### src/rtl/lifo_stack_display.sv
// LIFO stack with full/empty/sticky error flags and a sequential
// double-dabble converter driving active-low 7-segment digits of the top entry.
module lifo_stack_display #(
  parameter int DATA_W = 6,
  parameter int DEPTH  = 16,
  parameter int DIGITS = 2
) (
  input  logic                         clk,
  input  logic                         rst,
  input  logic                         push,
  input  logic                         pop,
  input  logic [DATA_W-1:0]            din,
  input  logic                         err_clr,
  output logic [DATA_W-1:0]            top,
  output logic [$clog2(DEPTH+1)-1:0]   count,
  output logic                         empty,
  output logic                         full,
  output logic                         overflow,
  output logic                         underflow,
  output logic                         seg_busy,
  output logic [7*DIGITS-1:0]          seg
);

  localparam int CW = $clog2(DEPTH + 1);
  localparam int AW = $clog2(DEPTH);
  localparam int BW = 4 * DIGITS;
  localparam int SW = $clog2(DATA_W + 1);

  typedef enum logic [1:0] {IDLE, LOAD, SHIFT, WRITE} state_t;

  function automatic logic [BW-1:0] dabble_adj(input logic [BW-1:0] b);
    logic [BW-1:0] r;
    r = b;
    for (int i = 0; i < DIGITS; i++) begin
      if (b[4*i +: 4] >= 4'd5) r[4*i +: 4] = b[4*i +: 4] + 4'd3;
    end
    return r;
  endfunction

  function automatic logic [6:0] seg7(input logic [3:0] d);
    case (d)
      4'd0:    seg7 = 7'b1000000;
      4'd1:    seg7 = 7'b1111001;
      4'd2:    seg7 = 7'b0100100;
      4'd3:    seg7 = 7'b0110000;
      4'd4:    seg7 = 7'b0011001;
      4'd5:    seg7 = 7'b0010010;
      4'd6:    seg7 = 7'b0000010;
      4'd7:    seg7 = 7'b1111000;
      4'd8:    seg7 = 7'b0000000;
      4'd9:    seg7 = 7'b0010000;
      default: seg7 = 7'b1111111;
    endcase
  endfunction

  logic [DATA_W-1:0] mem [DEPTH];
  logic [CW-1:0]     count_n;
  logic [CW-1:0]     idx1;
  logic [AW-1:0]     idx2;
  logic [DATA_W-1:0] top_n;
  logic              wr_en;
  logic [AW-1:0]     wr_addr;
  logic [DATA_W-1:0] wr_data;
  logic              ovf_set;
  logic              unf_set;
  logic              start;

  assign idx1  = count - CW'(1);
  assign idx2  = AW'(count - CW'(2));
  assign empty = (count == '0);
  assign full  = (count == CW'(DEPTH));

  // Push-and-pop on an empty stack falls into the plain push branch.
  always_comb begin
    count_n = count;
    top_n   = top;
    wr_en   = 1'b0;
    wr_addr = idx1[AW-1:0];
    wr_data = din;
    ovf_set = 1'b0;
    unf_set = 1'b0;
    if (push && (!pop || empty)) begin
      if (full) begin
        ovf_set = 1'b1;
      end else begin
        wr_en   = 1'b1;
        wr_addr = count[AW-1:0];
        count_n = count + CW'(1);
        top_n   = din;
      end
    end else if (pop && !push) begin
      if (empty) begin
        unf_set = 1'b1;
      end else begin
        wr_en   = 1'b1;
        wr_data = '0;
        count_n = idx1;
        top_n   = (count >= CW'(2)) ? mem[idx2] : '0;
      end
    end else if (push && pop) begin
      wr_en = 1'b1;
      top_n = din;
    end
  end

  assign start = (top_n != top) || ((count_n == '0) != empty);

  always_ff @(posedge clk or negedge rst) begin
    if (!rst) begin
      for (int i = 0; i < DEPTH; i++) mem[i] <= '0;
      count     <= '0;
      top       <= '0;
      overflow  <= 1'b0;
      underflow <= 1'b0;
    end else begin
      if (wr_en) mem[wr_addr] <= wr_data;
      count     <= count_n;
      top       <= top_n;
      overflow  <= ovf_set | (overflow & ~err_clr);
      underflow <= unf_set | (underflow & ~err_clr);
    end
  end

  state_t            state, state_n;
  logic [DATA_W-1:0] bin_q;
  logic [BW-1:0]     bcd_q;
  logic              blank_q;
  logic [SW-1:0]     shifts_q;
  logic [BW-1:0]     bcd_adj;
  logic [7*DIGITS-1:0] seg_word;

  always_ff @(posedge clk or negedge rst) begin
    if (!rst) state <= IDLE;
    else      state <= state_n;
  end

  // A new top value always wins: any state jumps back to LOAD.
  always_comb begin
    state_n = state;
    case (state)
      IDLE:    state_n = IDLE;
      LOAD:    state_n = SHIFT;
      SHIFT:   if (shifts_q == SW'(DATA_W - 1)) state_n = WRITE;
      WRITE:   state_n = IDLE;
      default: state_n = IDLE;
    endcase
    if (start) state_n = LOAD;
  end

  always_comb begin
    bcd_adj = dabble_adj(bcd_q);
    for (int i = 0; i < DIGITS; i++) seg_word[7*i +: 7] = seg7(bcd_q[4*i +: 4]);
  end

  // Carries out of the top nibble are dropped, giving top mod 10^DIGITS.
  always_ff @(posedge clk or negedge rst) begin
    if (!rst) begin
      bin_q    <= '0;
      bcd_q    <= '0;
      blank_q  <= 1'b1;
      shifts_q <= '0;
      seg_busy <= 1'b0;
      seg      <= '1;
    end else begin
      case (state)
        LOAD: begin
          bin_q    <= top;
          blank_q  <= empty;
          bcd_q    <= '0;
          shifts_q <= '0;
          seg_busy <= 1'b1;
        end
        SHIFT: begin
          bcd_q    <= {bcd_adj[BW-2:0], bin_q[DATA_W-1]};
          bin_q    <= {bin_q[DATA_W-2:0], 1'b0};
          shifts_q <= shifts_q + SW'(1);
        end
        WRITE: begin
          seg      <= blank_q ? '1 : seg_word;
          seg_busy <= 1'b0;
        end
        default: ;
      endcase
    end
  end

endmodule

### config.mk
export PLATFORM = sky130hd
export DESIGN_NAME = lifo_stack_display
export DESIGN_NICKNAME = d
export VERILOG_FILES = /design/src/rtl/lifo_stack_display.sv
export SDC_FILE = /design/constraint.sdc
export NUM_CORES = 1
export LEC_CHECK = 0
export ABC_AREA = 1
export ABC_CLOCK_PERIOD_IN_PS = 3000
export CELL_PAD_IN_SITES_DETAIL_PLACEMENT = 0
export CELL_PAD_IN_SITES_GLOBAL_PLACEMENT = 2
export CORE_MARGIN = 3
export CORE_UTILIZATION = 25
export CTS_CLUSTER_SIZE = 24
export DETAILED_ROUTE_END_ITERATION = 10
export GPL_TIMING_DRIVEN = 0
export HOLD_SLACK_MARGIN = 0.15
export PLACE_DENSITY = 0.58
export SLEW_MARGIN = 15
export SYNTH_ARGS = -nofsm -noshare
export SYNTH_HDL_FRONTEND = slang
export SYNTH_SLANG_ARGS = --single-unit
export TNS_END_PERCENT = 1
### constraint.sdc
create_clock -name clk -period 3 [get_ports clk]
set_input_delay 0.45 -clock clk [delete_from_list [all_inputs] [get_ports clk]]
set_output_delay 0.45 -clock clk [all_outputs]
set_load 0.05 [all_outputs]
---- Word level (Yosys, flattened, before mapping) ----
Memory sizes are Yosys's and may differ from the RTL's.
Index checks and enable logic that the tools add are counted.
operators by class
  add/subtract/negate cells ............... 6
  order comparisons ....................... 6
  equality and inequality tests ........... 8
  muxes and demuxes ....................... 41
  bitwise operators ....................... 7
  reductions and logical operators ........ 14
operator list
  operator               count
  $bwmux W96             1
  $mux W6                12
  $bmux W6 S4            1
  $demux W6 S4           1
  $mux W5                4
  $pmux W8 S2            1
  $mux W14               1
  $mux W4                3
  $pmux W6 S2            1
  $ge A5 B5 Y1 const B   2
  $logic_not A5 Y1       2
  $mux W1                10
  $not A4 Y5             2
  $ge A4 B3 Y1 const B   2
  $ne A6 B6 Y1           1
  $pmux W2 S3            1
  $pmux W3 S2            1
  $add A5 B1 Y5 const B  1
  $eq A5 B5 Y1 const B   1
  $ge A5 B2 Y1 const B   1
  $lt A5 B1 Y1 const B   1
  $sub A5 B1 Y5 const B  1
  $add A4 B2 Y4 const B  1
  $eq A2 B2 Y1 const B   2
  other kinds (19)       28
word-level totals
  bits in registers ....................... 144
  ROM bits ................................ 224
  input bits .............................. 11
  output and inout port bits .............. 30
  logic and storage cells ................. 111
  memories ................................ 2
memories
  name              words  bits a word  rd ports  clocked after memory_dff  wr ports  line  source
  (name not given)  16     7            1         0                         0         41    case (d)
  (name not given)  16     7            1         0                         0         41

---- Logic depth before layout (Yosys ltp) ----
Gate-level depths: netlist (run 1).
  depth after elaboration ................. 12
  mapped depth ............................ 21
  gate-level depth less buffers ........... 19

---- Least setup slack after synthesis (run 1) ----
No wires, ideal clock.
  path type ............................... register to register
  start point ............................. register count[1]
  end point ............................... register mem[16] (netlist name)
  setup time .............................. 0.129 ns
  arrival time ............................ 2.946 ns
  required time ........................... 2.871 ns
  setup slack ............................. -0.075 ns
  cell stages (with the launch flop) ...... 17
  buffers on the path ..................... 4
  period minus slack after synthesis ...... 3.075 ns
  path through ............................ dfrtp_1 buf_2 inv_2 buf_2 ha_1 nand3_1 inv_1 nor2_4 inv_2 buf_6 nand2_1 inv_2 nor3_2 nand2_1 buf_4 nand2_1 o21ai_2
between the ends
  elaborated cells between the ends (all ways) .. 21
  those cells by class .................... add/sub: 1; order compare: 2; eq/ne: 1; mux: 12; bitwise: 1; reduce/logical: 4
RTL lines
  item                                                                line  source
  start, declared                                                     15    output logic [$clog2(DEPTH+1)-1:0] count,
  start signal, assigned                                              117   count <= count_n;
  $eq A5 B5 Y1 *                                                      71    assign full = (count == CW'(DEPTH));
  via full                                                            17    output logic full,
  $mux W4                                                             83    if (full) begin
  $mux W4                                                             82    if (push && (!pop || empty)) begin
  $not A4 Y5 (implied by the code)                                    116   if (wr_en) mem[wr_addr] <= wr_data;
  $ge A5 B5 Y1 (implied by the code) or $lt A5 B1 Y1 (tied branches)  116
  $logic_and A1 B1 Y1 (implied by the code)                           116
  $mux W6 (implied by the code)                                       116
  $demux W6 S4                                                        116
  $bwmux W96                                                          116
  end signal, assigned by index                                       116
  end, declared                                                       56    logic [DATA_W-1:0] mem [DEPTH];
Mark *: on every way through the listed nets, which the timed path passes. The rest lies on a longest branch.
A chain may end at the register's enable or synchronous reset.

---- Worst setup path in the final report (run 1) ----
  start point ............................. register count[1]
  end point ............................... register mem[65] (netlist name)
between the ends
  longest elaborated chain between the ends .. 10
  elaborated cells between the ends (all ways) .. 21
  those cells by class .................... add/sub: 1; order compare: 2; eq/ne: 1; mux: 12; bitwise: 1; reduce/logical: 4
ends and longest elaborated chain
  item
  parallel branches: the longest is 10 deep, another holds $sub A5 B1 Y5
Several ways; the timed one is not identified.

==> flow_metrics.py, run 1 <==
metrics = {
    "synthesis": {
        "synth.lib_cells_used.distinct": 41,
        "share_of_synthesized_cell_area_in_and_or_nand_and_nor_gates": 0.276,
        "ys_seq_elements": 144,
        "synthesis.instances": 1038,
        "synth_fp_nets": 1071,
        "post_synth_mux_area_share": 0,
        "synth-main-ff-cell": "sky130_fd_sc_hd__dfrtp_1",
        "synth_edf_count": 0,
        "syn-mean-instance-area_um2": 7.50,
        "ys_async_sr_fraction": 1.00,
        "post_synthesis_cell_area_um2": 7780,
        "synth.yosys.seq_area_share": 0.465,
        "synth_xor_area_frac": 0.00675,
        "main_combinational_cell_family_by_area_after_synthesis": "simple AND/OR/NAND/NOR gates",
        "yosysWarningCount": 0,
        "synth_compound_area_frac": 0.120,
        "synthAdderAreaFrac": 0.0354,
    },
    "routing": {
        "route.vias.total": 6768,
        "viasPerCell": 4.48,
        "drt_first_pass_iters": 4,
        "avgRoutedWirePerCell_um": 17.8,
        "drt_iter0_drc": 397,
        "post-route-drc-count": 0,
        "detail_route.wirelength_um": 26800,
        "detail-route-antenna-nets": 0,
    },
    "floorplanning": {
        "placeableCoreArea_um2": 30200,
        "die-height_um": 182,
        "dieArea_um2": 33300,
        "starting_density_of_the_core": 0.258,
        "floorplan.io_pins": 41,
        "chipWidth_um": 182,
        "num_rows": 63,
    },
    "clock_network": {
        "path_clk_slew_ps": 60,
        "clock_insertion_delay_worst_skew_ps": 430,
        "htree_num_levels": 4,
        "cts-buffers-inserted": 17,
        "clk_root_buffer_cell": "sky130_fd_sc_hd__clkbuf_16",
        "clock_sink_count": 144,
        "cts_max_path_buffers": 2,
        "tritoncts_clock_tree": "done",
    },
    "timing": {
        "max_freq_ghz": 0.350,
        "final_max_slew_viol_count": 0,
        "timing_hold_violations_final": 0,
        "fin_tns_setup_ps": 0,
        "finClkSkew_ps": 16.9,
        "worst-slew-pin-transition_ps": 824,
        "post-route-min-period_ps": 2860,
        "worst_hold_slack_ps": 480,
        "relative_slew_slack": 0.450,
        "setup_violations": 0,
        "grt_setup_unrepaired": "no",
        "final.period_utilization": 0.952,
    },
    "global_routing": {
        "grt_max_degree": 92,
        "grtUsageTotal": 0.168,
        "global_route.overflow_total": 0,
        "vias_in_the_first_global_route": 6838,
        "grt_first_pass_wirelength_um": 42300,
        "globalRouteMet2Util": 0.263,
        "grt_met3_usage": 0.0255,
        "grt_use_met1": 0.246,
        "grt_antenna_before_repair": 0,
        "grt_busiest_layer": "met2",
    },
    "worst_setup_path": {
        "timing.reg2reg.setup_slack_ps": 140,
        "cp_data_required_time_ps": 3280,
        "worst_setup_path_start_kind": "flip-flop",
        "worst_r2r_path_depth": 17,
        "critPathCaptureType": "flip-flop",
        "critical_path_peak_fanout": 10,
        "worst_ep_arrival_time_ps": 3140,
        "worstSetupPathType": "reg2reg",
    },
    "worst_hold_path": {
        "hold_class": "reg2reg",
        "worst_hold_path.num_cells": 2,
    },
    "place": {
        "dp.final_hpwl_um": 19200,
        "buffer_ports.inserted": 40,
        "gp_congestion": 0.768,
    },
    "finish": {
        "most-common-layout-cells": "sky130_fd_sc_hd__nand2_1 (362), sky130_fd_sc_hd__dfrtp_1 (127), sky130_fd_sc_hd__inv_1 (122), sky130_fd_sc_hd__nand3_1 (76), sky130_fd_sc_hd__o21ai_1 (76)",
        "fin_nets": 1140,
        "finished_core_util": 0.316,
        "regArea_um2": 3630,
        "diode_count": 0,
        "multi_input_gate_area_um2": 3500,
        "layout_cells_sized_above_1": 0.119,
        "mostFrequentLayoutCell": "sky130_fd_sc_hd__nand2_1",
        "syn_to_final_growth_pct": 22.6,
        "total_of_fill_cells_in_the_finished_design": 3308,
    },
    "status": {
        "status": "finished clean",
    },
    "power": {
        "ir_worst_vdd_v": 0.000436,
        "power.density_cell_area_nw_per_um2": 1200,
        "report.power.total_w": 0.0114,
        "power.static_leakage_nw": 4.59,
    },
    "run": {
        "max_cap_violations": 0,
    },
}
state kept, by name (all words and copies together) (netlist names):
register / count
state: 2
bin_q: 6
shifts_q: 3
mem: 96
seg: 14
overflow: 1
underflow: 1
bcd_q: 8
blank_q: 1
top: 6
count: 5
seg_busy: 1
worst paths after layout:
| check | endpoint | startpoint |
|---|---|---|
| max | mem[65]$_DFFE_PN0P_ | count[1]$_DFF_PN0_ |
| min | mem[13]$_DFFE_PN0P_ | mem[13]$_DFFE_PN0P_ |
| max reg2reg | mem[65]$_DFFE_PN0P_ | count[1]$_DFF_PN0_ |
| min reg2reg | mem[13]$_DFFE_PN0P_ | mem[13]$_DFFE_PN0P_ |
| max in group asynchronous | mem[60]$_DFFE_PN0P_ | rst |
| min in group asynchronous | mem[22]$_DFFE_PN0P_ | rst |
through the flow:
stage / setup slack (ps) / instance area, µm² / instances
3_5_place_dp: -892 / 8710 / 1469
3_3_place_gp: -5920 / 8670 / 1468
6_report: 145 / 9540 / 1510
5_1_grt: 4.14 / 9540 / 1510
2_1_floorplan: 64.1 / 7790 / 1038
4_1_cts: 15.5 / 9420 / 1501
power by group:
part | internal (W) | switching (W)
clock network | 0.00127 | 0.000949
registers | 0.00279 | 0.000468
logic | 0.00195 | 0.00398
layout make-up:
cell class,instances,share of cell area
plain buffers,48,0.0344
clock buffers,19,0.0464
clock inverters,13,0.0160
inverters,131,0.0518
multi-input cells,714,0.367
flip-flops and latches,144,0.380
well taps,390,0.0512
repair buffers,51,0.0533
critical path, cell delays in order, from the launching register on:
cell                      delay, ps
sky130_fd_sc_hd__dfrtp_2        440
sky130_fd_sc_hd__buf_12         160
sky130_fd_sc_hd__inv_4          130
sky130_fd_sc_hd__buf_12         150
sky130_fd_sc_hd__ha_4           150
sky130_fd_sc_hd__nand3_4        120
sky130_fd_sc_hd__nand2_4        100
sky130_fd_sc_hd__nand2_4         80
sky130_fd_sc_hd__nor2_4         150
sky130_fd_sc_hd__inv_2           60
sky130_fd_sc_hd__buf_6          150
sky130_fd_sc_hd__o21ai_4        210
sky130_fd_sc_hd__inv_2           90
sky130_fd_sc_hd__nor3_4         320
sky130_fd_sc_hd__nand2_2        120
sky130_fd_sc_hd__buf_6          170
sky130_fd_sc_hd__nand2_1         50
sky130_fd_sc_hd__o21ai_1         60
synth_stat cells (2+ instances only):
| library cell | number | area, µm² |
|---|---|---|
| sky130_fd_sc_hd__a21oi_1 | 19 | 95.1 |
| sky130_fd_sc_hd__a31oi_1 | 2 | 12.5 |
| sky130_fd_sc_hd__buf_1 | 4 | 15.0 |
| sky130_fd_sc_hd__buf_2 | 19 | 95.1 |
| sky130_fd_sc_hd__buf_4 | 2 | 15.0 |
| sky130_fd_sc_hd__buf_6 | 6 | 67.6 |
| sky130_fd_sc_hd__clkbuf_1 | 18 | 67.6 |
| sky130_fd_sc_hd__dfrtp_1 | 129 | 3230 |
| sky130_fd_sc_hd__dfstp_2 | 15 | 394 |
| sky130_fd_sc_hd__ha_1 | 22 | 275 |
| sky130_fd_sc_hd__inv_1 | 124 | 465 |
| sky130_fd_sc_hd__inv_2 | 6 | 22.5 |
| sky130_fd_sc_hd__nand2_1 | 366 | 1370 |
| sky130_fd_sc_hd__nand2_2 | 4 | 25.0 |
| sky130_fd_sc_hd__nand2_4 | 2 | 22.5 |
| sky130_fd_sc_hd__nand3_1 | 76 | 380 |
| sky130_fd_sc_hd__nand4_1 | 4 | 25.0 |
| sky130_fd_sc_hd__nor2_1 | 48 | 180 |
| sky130_fd_sc_hd__nor2_2 | 3 | 18.8 |
| sky130_fd_sc_hd__nor3_1 | 7 | 35.0 |
| sky130_fd_sc_hd__o211ai_1 | 6 | 45.0 |
| sky130_fd_sc_hd__o21ai_0 | 39 | 195 |
| sky130_fd_sc_hd__o21ai_1 | 76 | 380 |
| sky130_fd_sc_hd__o21ai_2 | 4 | 35.0 |
| sky130_fd_sc_hd__o221ai_1 | 3 | 26.3 |
| sky130_fd_sc_hd__o22ai_1 | 15 | 93.8 |
| sky130_fd_sc_hd__xnor2_1 | 2 | 17.5 |
| sky130_fd_sc_hd__xor2_1 | 4 | 35.0 |
kinds of logic after synthesis:
family                     count (synthesis)
and+or+nand+nor                          517
buffers and inverters                    180
AOI/OAI and AO/OA                        169
DFF                                      144
adders and majority gates                 22
xor gates and xnor gates                   6
timing repair:
action                                 in CTS  in global routing
setup buffers                               0                  9
pin swaps                                   0                  5
cloned                                      0                  0
hold buffers                                1                  0
resized for setup                          34                 23
endpoints found under the hold margin      38                  0
setup endpoints to repair                 106                 96
layer usage:
layer  up-vias  wire length (µm)
li1       3448                 -
met1      3229             13900
met2        80             12100
met3        11               665
met4         0               183
met5         -                 0
Note: power is estimated with default switching activity, not from simulation.
==> run 2, diff against run 1 <==
--- a/config.mk
+++ b/config.mk
@@ -11,7 +11,7 @@
 export CELL_PAD_IN_SITES_GLOBAL_PLACEMENT = 2
 export CORE_MARGIN = 3
 export CORE_UTILIZATION = 25
-export CTS_CLUSTER_SIZE = 24
+export CTS_CLUSTER_SIZE = 25
 export DETAILED_ROUTE_END_ITERATION = 10
 export GPL_TIMING_DRIVEN = 0
 export HOLD_SLACK_MARGIN = 0.15
==> results of run 2 <==
The final DEF is identical to that of run 1; final timing and power are the same.
==> run 3, diff against run 2 <==
--- a/config.mk
+++ b/config.mk
@@ -16,6 +16,7 @@
 export GPL_TIMING_DRIVEN = 0
 export HOLD_SLACK_MARGIN = 0.15
 export PLACE_DENSITY = 0.58
+export REMOVE_ABC_BUFFERS = 1
 export SLEW_MARGIN = 15
 export SYNTH_ARGS = -nofsm -noshare
 export SYNTH_HDL_FRONTEND = slang
==> run 3 against run 2 <==
First-iteration DRC count decreased by 20%. Critical endpoint is now mem[64]$_DFFE_PN0P_. Critical path type unchanged. Via count is 3.5% lower. Sequential power about the same. Routed wire length decreased by 9.1%. Clock power is 7% higher. Global-route usage shrank 1.2 points. Hold slack gained 0.93 ps.
==> flow_metrics.py, run 3 (synthesis results as in run 1) <==
metrics = {
    "floorplanning": {
        "dieArea_um2": 33300,
        "die-height_um": 182,
        "num_rows": 63,
        "starting_density_of_the_core": 0.258,
        "placeableCoreArea_um2": 30200,
        "floorplan.io_pins": 41,
        "chipWidth_um": 182,
    },
    "timing": {
        "timing.final.ws_setup_ps": 206,
        "finClkSkew_ps": 15.2,
        "worst-slew-pin-transition_ps": 927,
        "post-route-min-period_ps": 2790,
        "max_freq_ghz": 0.358,
        "final.period_utilization": 0.931,
        "setup_violations": 0,
        "final_max_slew_viol_count": 0,
        "grt_setup_unrepaired": "yes",
        "relative_slew_slack": 0.381,
        "fin_tns_setup_ps": 0,
        "timing_hold_violations_final": 0,
    },
    "finish": {
        "post-route-cell-area_um2": 9450,
        "most-common-layout-cells": "sky130_fd_sc_hd__nand2_1 (353), sky130_fd_sc_hd__dfrtp_1 (126), sky130_fd_sc_hd__inv_1 (122), sky130_fd_sc_hd__nand3_1 (76), sky130_fd_sc_hd__o21ai_1 (76)",
        "layout_cells_sized_above_1": 0.0997,
        "diode_count": 0,
        "mostFrequentLayoutCell": "sky130_fd_sc_hd__nand2_1",
        "regArea_um2": 3630,
        "reg.largest.list": "mem (96), seg (14), bcd_q (8)",
        "fin_nets": 1094,
        "multi_input_gate_area_um2": 3550,
        "total_of_fill_cells_in_the_finished_design": 3309,
        "regMostFlops": "mem",
        "syn_to_final_growth_pct": 21.4,
        "largest_reg_flops": 96,
    },
    "routing": {
        "drt_iter0_drc": 318,
        "detail_route.wirelength_um": 24400,
        "drt_first_pass_iters": 5,
        "avgRoutedWirePerCell_um": 16.7,
        "detail-route-antenna-nets": 0,
        "route.vias.total": 6532,
        "post-route-drc-count": 0,
        "viasPerCell": 4.46,
    },
    "place": {
        "dp.final_hpwl_um": 15400,
        "dp_slack_ps": -1550,
        "buffer_ports.inserted": 40,
        "postPlaceCellArea_um2": 8480,
        "gp_congestion": 0.770,
    },
    "worst_setup_path": {
        "crit_family": "simple AND/OR/NAND/NOR gates",
        "worst_setup_path_start_kind": "flip-flop",
        "critical_path_peak_fanout": 28,
        "worstSetupPathType": "reg2reg",
        "worst_path_max_stage_delay_ps": 430,
        "critical_path.cell_chain": "buf_16 -> inv_16 -> ha_4 -> nand3_4 -> nand2_4 -> nand2_4 -> nor2_4 -> inv_4 -> o21ai_4 -> inv_2 -> nor3_4 -> buf_12 -> nand2_4 -> nand2_1 -> o21ai_1",
        "cp_data_required_time_ps": 3270,
        "critPathCaptureType": "flip-flop",
        "crit_buf_inv": 5,
        "critPathSlowestCell": "sky130_fd_sc_hd__dfrtp_2",
        "crit_path_frequent_cell": "sky130_fd_sc_hd__nand2_4",
        "worst_ep_arrival_time_ps": 3060,
    },
    "clock_network": {
        "path_clk_slew_ps": 60,
        "clock_sink_count": 144,
        "clock_insertion_delay_worst_skew_ps": 430,
        "tritoncts_clock_tree": "done",
        "htree_num_levels": 4,
        "clk_root_buffer_cell": "sky130_fd_sc_hd__clkbuf_16",
        "cts-buffers-inserted": 17,
        "cts_max_path_buffers": 2,
    },
    "run": {
        "max_cap_violations": 0,
    },
    "power": {
        "report.power.total_w": 0.0114,
        "power.density_cell_area_nw_per_um2": 1210,
        "ir_worst_vdd_v": 0.000459,
        "power.static_leakage_nw": 4.58,
    },
    "status": {
        "status": "finished clean",
    },
    "global_routing": {
        "vias_in_the_first_global_route": 6707,
        "grt_first_pass_wirelength_um": 40100,
        "global_route.overflow_total": 0,
        "grtUsageTotal": 0.156,
        "grt_antenna_before_repair": 0,
        "grt_max_degree": 91,
    },
    "worst_hold_path": {
        "hold_class": "reg2reg",
    },
}
==> run 3: cell count changes in the layout (fill, tap and decap cells not counted), moves of 5 or more <==
| cell | before | now |
|---|---|---|
| sky130_fd_sc_hd__clkbuf_1 | 11 | 1 |
| sky130_fd_sc_hd__buf_2 | 15 | 0 |
| sky130_fd_sc_hd__clkbuf_2 | 5 | 0 |
| sky130_fd_sc_hd__buf_6 | 6 | 0 |
| sky130_fd_sc_hd__nand2_4 | 2 | 10 |
| sky130_fd_sc_hd__buf_4 | 13 | 6 |
| sky130_fd_sc_hd__nand2_1 | 362 | 353 |
==> run 3: timing repair <==
action / in CTS / in global routing
pin swaps: 2 / 2
setup buffers: 8 / 2
hold buffers: 1 / 0
gates resized for setup: 43 / 11
endpoints found under the setup margin: 112 / 98
endpoints found under the hold margin: 49 / 0
==> run 3: final timing paths <==
kind,startpoint,to,slack [ps],cells after the start
max in group asynchronous,rst,seg[12]$_DFFE_PN1P_,1590,3
worst max register to register,count[1]$_DFF_PN0_,mem[64]$_DFFE_PN0P_,210,15
worst min-delay path,mem[17]$_DFFE_PN0P_,mem[17]$_DFFE_PN0P_,480,2
worst max-delay path,count[1]$_DFF_PN0_,mem[64]$_DFFE_PN0P_,210,15
worst min register to register,mem[17]$_DFFE_PN0P_,mem[17]$_DFFE_PN0P_,480,2
min in group asynchronous,rst,mem[94]$_DFFE_PN0P_,540,2
==> run 3: layout make-up <==
cell class / count / area share
Clock buffer: 20 / 0.0483
Clock inverter: 11 / 0.0197
Multi-Input combinational cell: 714 / 0.376
Sequential cell: 144 / 0.384
Timing Repair Buffer: 53 / 0.0636
Inverter: 131 / 0.0564
Tap cell: 390 / 0.0516
==> run 3: where the power goes <==
group / switching, W / internal (W)
clock network: 0.000855 / 0.00151
registers: 0.000485 / 0.00279
logic: 0.00386 / 0.00189
total: 0.00520 / 0.00619
==> run 3: metrics by stage <==
stage | std cells | utilization | hold WS [ps]
after floorplan | 989 | - | 154
after global placement | 1419 | 0.279 | 465
after detailed placement | 1421 | 0.281 | 420
after CTS | 1461 | 0.311 | 487
after global routing | 1463 | 0.313 | 497
final | 1463 | 0.313 | 480
==> run 3: layer usage <==
metal,global-route usage,wire (µm)
met3,0.0265,621
met4,0.0341,234
met5,0,0
met1,0.223,12600
met2,0.246,10900
==> run 3: worst register-to-register path, stage by stage, from the launching register on <==
cell and delay (ps):
sky130_fd_sc_hd__dfrtp_2 430, sky130_fd_sc_hd__buf_16 180, sky130_fd_sc_hd__inv_16 180, sky130_fd_sc_hd__ha_4 210, sky130_fd_sc_hd__nand3_4 150, sky130_fd_sc_hd__nand2_4 110, sky130_fd_sc_hd__nand2_4 140, sky130_fd_sc_hd__nor2_4 190
sky130_fd_sc_hd__inv_4 110, sky130_fd_sc_hd__o21ai_4 220, sky130_fd_sc_hd__inv_2 100, sky130_fd_sc_hd__nor3_4 220, sky130_fd_sc_hd__buf_12 150, sky130_fd_sc_hd__nand2_4 110, sky130_fd_sc_hd__nand2_1 90, sky130_fd_sc_hd__o21ai_1 60
